[src/rtl/regfile_sb.sv]
// regfile_sb: multi-read-port integer register file with write-through
// bypass, per-register busy scoreboard and a post-reset zeroing sweep.
// After reset the block walks every register to zero, then enters RUN and
// raises init_done. Decode reads operands and busy status combinationally.
// Issue marks destinations busy, and writeback updates data and releases busy.
module regfile_sb #(
  parameter int XLEN     = 32,
  parameter int NREG     = 32,
  parameter int AW       = 5,
  parameter int NRD      = 2,
  parameter int ZERO_REG = 1
) (
  input  logic                clk,
  input  logic                rst,
  input  logic                we,
  input  logic [AW-1:0]       wa,
  input  logic [XLEN-1:0]     wd,
  input  logic [NRD-1:0]      re,
  input  logic [NRD*AW-1:0]   ra,
  output logic [NRD*XLEN-1:0] rd,
  output logic [NRD-1:0]      rbusy,
  input  logic                issue_v,
  input  logic [AW-1:0]       issue_rd,
  input  logic                flush,
  output logic                init_done
);

  typedef enum logic {INIT, RUN} state_t;

  state_t            state, state_nx;
  logic [AW-1:0]     cnt, cnt_nx;
  logic [XLEN-1:0]   r [NREG];
  logic [NREG-1:0]   busy, busy_nx;
  logic [AW-1:0]     ra_a [NRD];
  logic              wr_ok;

  // An address names a real, writable register: inside the array and not a
  // hardwired zero register.
  function automatic logic addr_ok(input logic [AW-1:0] a);
    return (int'(a) < NREG) && !((ZERO_REG != 0) && (a == '0));
  endfunction

  // The array is only touched once the sweep is finished and the address is
  // a real register.
  assign wr_ok     = we && (state == RUN) && addr_ok(wa);
  assign init_done = (state == RUN);

  // State and sweep counter register; active-low synchronous reset restarts the sweep.
  always_ff @(posedge clk) begin
    if (!rst) begin
      state <= INIT;
      cnt   <= '0;
    end else begin
      state <= state_nx;
      cnt   <= cnt_nx;
    end
  end

  // Sweep sequencing: step cnt through every register, then go to RUN.
  always_comb begin
    state_nx = state;
    cnt_nx   = cnt;
    case (state)
      INIT: begin
        cnt_nx = cnt + 1'b1;
        if (cnt == AW'(NREG - 1)) begin
          state_nx = RUN;
          cnt_nx   = '0;
        end
      end
      RUN: begin
        state_nx = RUN;
      end
      default: begin
        state_nx = INIT;
        cnt_nx   = '0;
      end
    endcase
  end

  // Data array: zeroed by the sweep, written by writeback in RUN; never reset directly.
  always_ff @(posedge clk) begin
    if (rst) begin
      if (state == INIT)
        r[cnt] <= '0;
      else if (wr_ok)
        r[wa] <= wd;
    end
  end

  // Scoreboard next value: writeback clear, then issue set, then flush; the later step wins.
  always_comb begin
    busy_nx = busy;
    if (wr_ok)
      busy_nx[wa] = 1'b0;
    if (issue_v && addr_ok(issue_rd))
      busy_nx[issue_rd] = 1'b1;
    if (flush)
      busy_nx = '0;
  end

  // Scoreboard register: cleared by reset, frozen during the sweep.
  always_ff @(posedge clk) begin
    if (!rst)
      busy <= '0;
    else if (state == RUN)
      busy <= busy_nx;
  end

  // Split the packed read-address bus into one address per port.
  always_comb begin
    for (int i = 0; i < NRD; i++)
      ra_a[i] = ra[i*AW +: AW];
  end

  // Read ports: gated to zero when idle, sweeping, or addressing a non-register;
  // a same-cycle writeback is forwarded and also satisfies a pending operand.
  always_comb begin
    rd    = '0;
    rbusy = '0;
    for (int i = 0; i < NRD; i++) begin
      if (re[i] && init_done && addr_ok(ra_a[i])) begin
        if (we && (wa == ra_a[i]))
          rd[i*XLEN +: XLEN] = wd;
        else
          rd[i*XLEN +: XLEN] = r[ra_a[i]];
      end
      if (re[i] && init_done && (int'(ra_a[i]) < NREG))
        rbusy[i] = busy[ra_a[i]] && !(we && (wa == ra_a[i]));
    end
  end

endmodule
[config.mk]
export PLATFORM = sky130hd
export DESIGN_NAME = regfile_sb
export DESIGN_NICKNAME = d
export VERILOG_FILES = /design/src/rtl/regfile_sb.sv
export SDC_FILE = /design/constraint.sdc
export NUM_CORES = 1
export LEC_CHECK = 0
export CORE_UTILIZATION = 61
export CTS_CLUSTER_SIZE = 20
export DETAILED_ROUTE_END_ITERATION = 10
export MAX_ROUTING_LAYER = met4
export PLACE_DENSITY = 0.78
export RECOVER_POWER = 25
export SYNTH_ARGS = -nofsm -noshare
export SYNTH_HDL_FRONTEND = slang
export SYNTH_SLANG_ARGS = --single-unit
[constraint.sdc]
create_clock -name clk -period 10.6 [get_ports clk]
set_clock_uncertainty 0.2 [all_clocks]
set_input_delay 1.59 -clock clk [delete_from_list [all_inputs] [get_ports clk]]
set_output_delay 1.59 -clock clk [all_outputs]
set_load 0.02 [all_outputs]
==> run_results.csv <==
group,metric,value,unit
status,status,"finished, violations left",
status,failing_checks,"max-capacitance violations, max-slew violations",
worst_setup_path,critical-path-slowest-cell,"sky130_fd_sc_hd__clkbuf_1",
timing,grt_setup_unrepaired,"false",
placement,io_buffer_count,125,
placement,pre_cts_slack,2.90,ns
timing,timing.final.crit_period,8.04,ns
worst_setup_path,critical_path_required,10.71,ns
clock_network,clkTransAtPathRegs,0.06,ns
synthesis,synth-edff-count,1024,
detailed_routing,postRouteAntennaNets,0,
synthesis,yosys_most_used_dff,"sky130_fd_sc_hd__edfxtp_1",
floorplan,floorplan.core_area,82000,µm²
pwr,max-vdd-ir-drop,0.123,mV
worst_setup_path,cpPeakStageDelay,2.53,ns
pwr,power-per-cell-area,156,nW/µm²
detailed_routing,routed-via-count,32500,
floorplan,rows,105,
detailed_routing,drcViolationCount,0,
timing,hold_viol,0,
grt,maximum_number_of_pins_on_one_net_before_global_route_repair,97,
detailed_routing,post_drt_via_cell_ratio,7.95,
placement,gp_routability_congestion,0.895,
grt,first_global_vias,32400,
detailed_routing,dr.pass1.iters,6,
clock_network,clock_tree_from_tritoncts,"built",
worst_setup_path,path_cells,"dlygate4sd3_1 > nand3_1 > a21oi_4 > clkbuf_1 > a21oi_1 > nor2_4 > buf_4",
worst_setup_path,timing.critical_path.buf_inv,3,
floorplan,chipHeight,290,µm
worst_setup_path,crit_type,"input port to flop",
finish,layout_common_cells,"sky130_fd_sc_hd__edfxtp_1 (1,024), sky130_fd_sc_hd__mux4_2 (385), sky130_fd_sc_hd__mux2i_1 (302), sky130_fd_sc_hd__a21oi_1 (150), sky130_fd_sc_hd__clkdlybuf4s50_1 (114)",
timing,tns,0,ns
clock_network,cts-root-buf,"sky130_fd_sc_hd__clkbuf_16",
placement,dp.final_hpwl,89000,µm
timing,timing.max_slew.rel_slack,-1.40,
finish,final_layout_size_suffix_gt1_frac,0.233,
pwr,power_leakage,20.1,nW
hold_path,worst_hold_path_type,"flop to flop",
synthesis,syn-num-nets,2919,
pwr,totalPowerFinal,8.74,mW
synthesis,synth_cells,2858,
synthesis,avgSynthCellArea,17.6,µm²
finish,areaGrowthSynthToFinish,10.9,%
detailed_routing,routed_wire_length_per_instance,38.5,µm
synthesis,synth_seq_area_share,0.625,
finish,layout.cells.most_common,"sky130_fd_sc_hd__edfxtp_1",
clock_network,cts.sink_count,1062,
worst_setup_path,crit_arrival,8.15,ns
grt,first_pass_grt_wire_length,223000,µm
clock_network,cts.htree.levels,3,
synthesis,synth-async-reset-ratio,0,
clock_network,hold_bufs_at_cts,0,
grt,grt_antenna_before_repair,5,
run,max_cap_viol_count,2,
clock_network,cts_made_buffers,104,
timing,fmaxAchievable,124,MHz
clock_network,clk_path_buf_depth,3,
worst_setup_path,crit_family,"buffers and inverters",
floorplan,die_area,83800,µm²
detailed_routing,totalWireLength,157000,µm
worst_setup_path,cp_endpoint_kind,"flop",
timing,timing.final.crit_share,0.759,
floorplan,chipWidth,290,µm
synthesis,post_synth_instance_area,50400,µm²
timing,final.setup.worst_slack,2.56,ns
placement,detailed_place.area,52600,µm²
floorplan,ios,126,
grt,global_route.usage.total,0.389,
timing,drv_slew,83,
worst_setup_path,critical_path_start_type,"input port",
clock_network,cts.repair.resized,0,
synthesis,netlist-cell-type-count,59,
clock_network,worstSkewPairLatency,0.68,ns
synthesis,ys_seq_elements,1062,
timing,report.final.setup_viol,0,
grt,total_overflow_reported_by_the_global_router,0,
floorplan,start_util,0.615,
detailed_routing,dr.first_iter.drc_count,4887,
finish,finish.instance_area,55900,µm²
finish,number_of_nets_at_the_end_of_the_flow,2987,
timing,worst-slew-pin-transition,3.60,ns
worst_setup_path,worst-path-max-fanout,48,
clock_network,count_of_buffers_added_by_post_cts_timing_repair_for_setup,0,
synthesis,yosys_warnings,0,
-- through the flow --
| step | instances | util | hold slack [ns] |
|---|---|---|---|
| 2_1_floorplan | 2858 | - | 0.221 |
| 3_3_place_gp | 3889 | 0.642 | 0.244 |
| 3_5_place_dp | 3890 | 0.642 | 0.249 |
| 4_1_cts | 4078 | 0.682 | 0.258 |
| 5_1_grt | 4081 | 0.682 | 0.277 |
| 6_report | 4083 | 0.682 | 0.259 |
-- synth_stat cells, types with 14 or more instances --
cell	n	area [µm²]
sky130_fd_sc_hd__mux2_2	30	338
sky130_fd_sc_hd__mux2i_1	302	3020
sky130_fd_sc_hd__and2_1	37	231
sky130_fd_sc_hd__edfxtp_1	1024	30700
sky130_fd_sc_hd__a22oi_1	72	541
sky130_fd_sc_hd__nor2b_1	22	138
sky130_fd_sc_hd__buf_4	33	248
sky130_fd_sc_hd__buf_2	51	255
sky130_fd_sc_hd__o22ai_1	58	363
sky130_fd_sc_hd__o21ai_0	73	365
sky130_fd_sc_hd__a22o_1	81	709
sky130_fd_sc_hd__clkbuf_1	110	413
sky130_fd_sc_hd__a211oi_1	27	203
sky130_fd_sc_hd__a2111oi_0	48	420
sky130_fd_sc_hd__nor2_1	45	169
sky130_fd_sc_hd__nand2_1	45	169
sky130_fd_sc_hd__o221ai_1	59	517
sky130_fd_sc_hd__mux4_2	385	8670
sky130_fd_sc_hd__buf_6	38	428
sky130_fd_sc_hd__a21oi_1	151	756
sky130_fd_sc_hd__a21o_1	14	105
sky130_fd_sc_hd__dfxtp_1	38	761
-- layout make-up --
class                           count  area [µm²]
Sequential cell                  1062       31500
Fill cell                        5058       26000
Multi-Input combinational cell   1549       17800
Clock buffer                      139        2880
Timing Repair Buffer              207        1930
Tap cell                         1070        1340
Clock inverter                     49         420
Antenna cell                        5        12.5
Inverter                            2        7.51
-- power breakdown --
part | internal [mW] | switching [mW]
Sequential | 4.55 | 0.0108
Combinational | 0.177 | 0.340
Clock | 2.07 | 1.59
Total | 6.80 | 1.94
-- worst paths after layout --
check / start / to / slack (ns) / depth (start not counted)
max: rst / r[20][18]$_DFFE_PP_ / 2.56 / 7
min: busy[0]$_SDFFE_PN0P_ / busy[0]$_SDFFE_PN0P_ / 0.26 / 2
max reg2reg: init_done$_SDFF_PN0_ / r[20][18]$_DFFE_PP_ / 3.90 / 7
min reg2reg: busy[0]$_SDFFE_PN0P_ / busy[0]$_SDFFE_PN0P_ / 0.26 / 2
-- registers in the layout, indices dropped and copies added (netlist names) --
| register | cells |
|---|---|
| cnt | 5 |
| init_done | 1 |
| r | 1024 |
| busy | 32 |
-- metal layers --
layer | vias up | GRT usage | wire length, µm
met5 | - | - | 0
li1 | 12300 | - | -
met2 | 3009 | 0.566 | 71100
met1 | 16400 | 0.492 | 52900
met4 | 0 | 0.243 | 11300
met3 | 668 | 0.102 | 21900
-- worst reg2reg max path: stages, from the launching register on --
cell and delay (ns):
sky130_fd_sc_hd__dfxtp_1 0.31, sky130_fd_sc_hd__buf_4 0.27, sky130_fd_sc_hd__nand3_1 0.17, sky130_fd_sc_hd__a21oi_4 0.14, sky130_fd_sc_hd__clkbuf_1 2.53, sky130_fd_sc_hd__a21oi_1 1.08
sky130_fd_sc_hd__nor2_4 1.07, sky130_fd_sc_hd__buf_4 0.55
-- logic make-up (layout without fill, tap and decap cells) --
family | count (synthesis) | after routing | share of synthesized area
AOI/OAI and AO/OA | 613 | 613 | 0.0840
xor gates and xnor gates | 10 | 10 | 0.00174
adders and majority gates | 2 | 2 | 0.000496
buffers and inverters | 247 | 397 | 0.0278
DFF | 1062 | 1062 | 0.625
muxes | 717 | 717 | 0.239
other | 0 | 5 | 0
and+or+nand+nor | 207 | 207 | 0.0223
No activity file was read; power rests on OpenSTA's default activity.
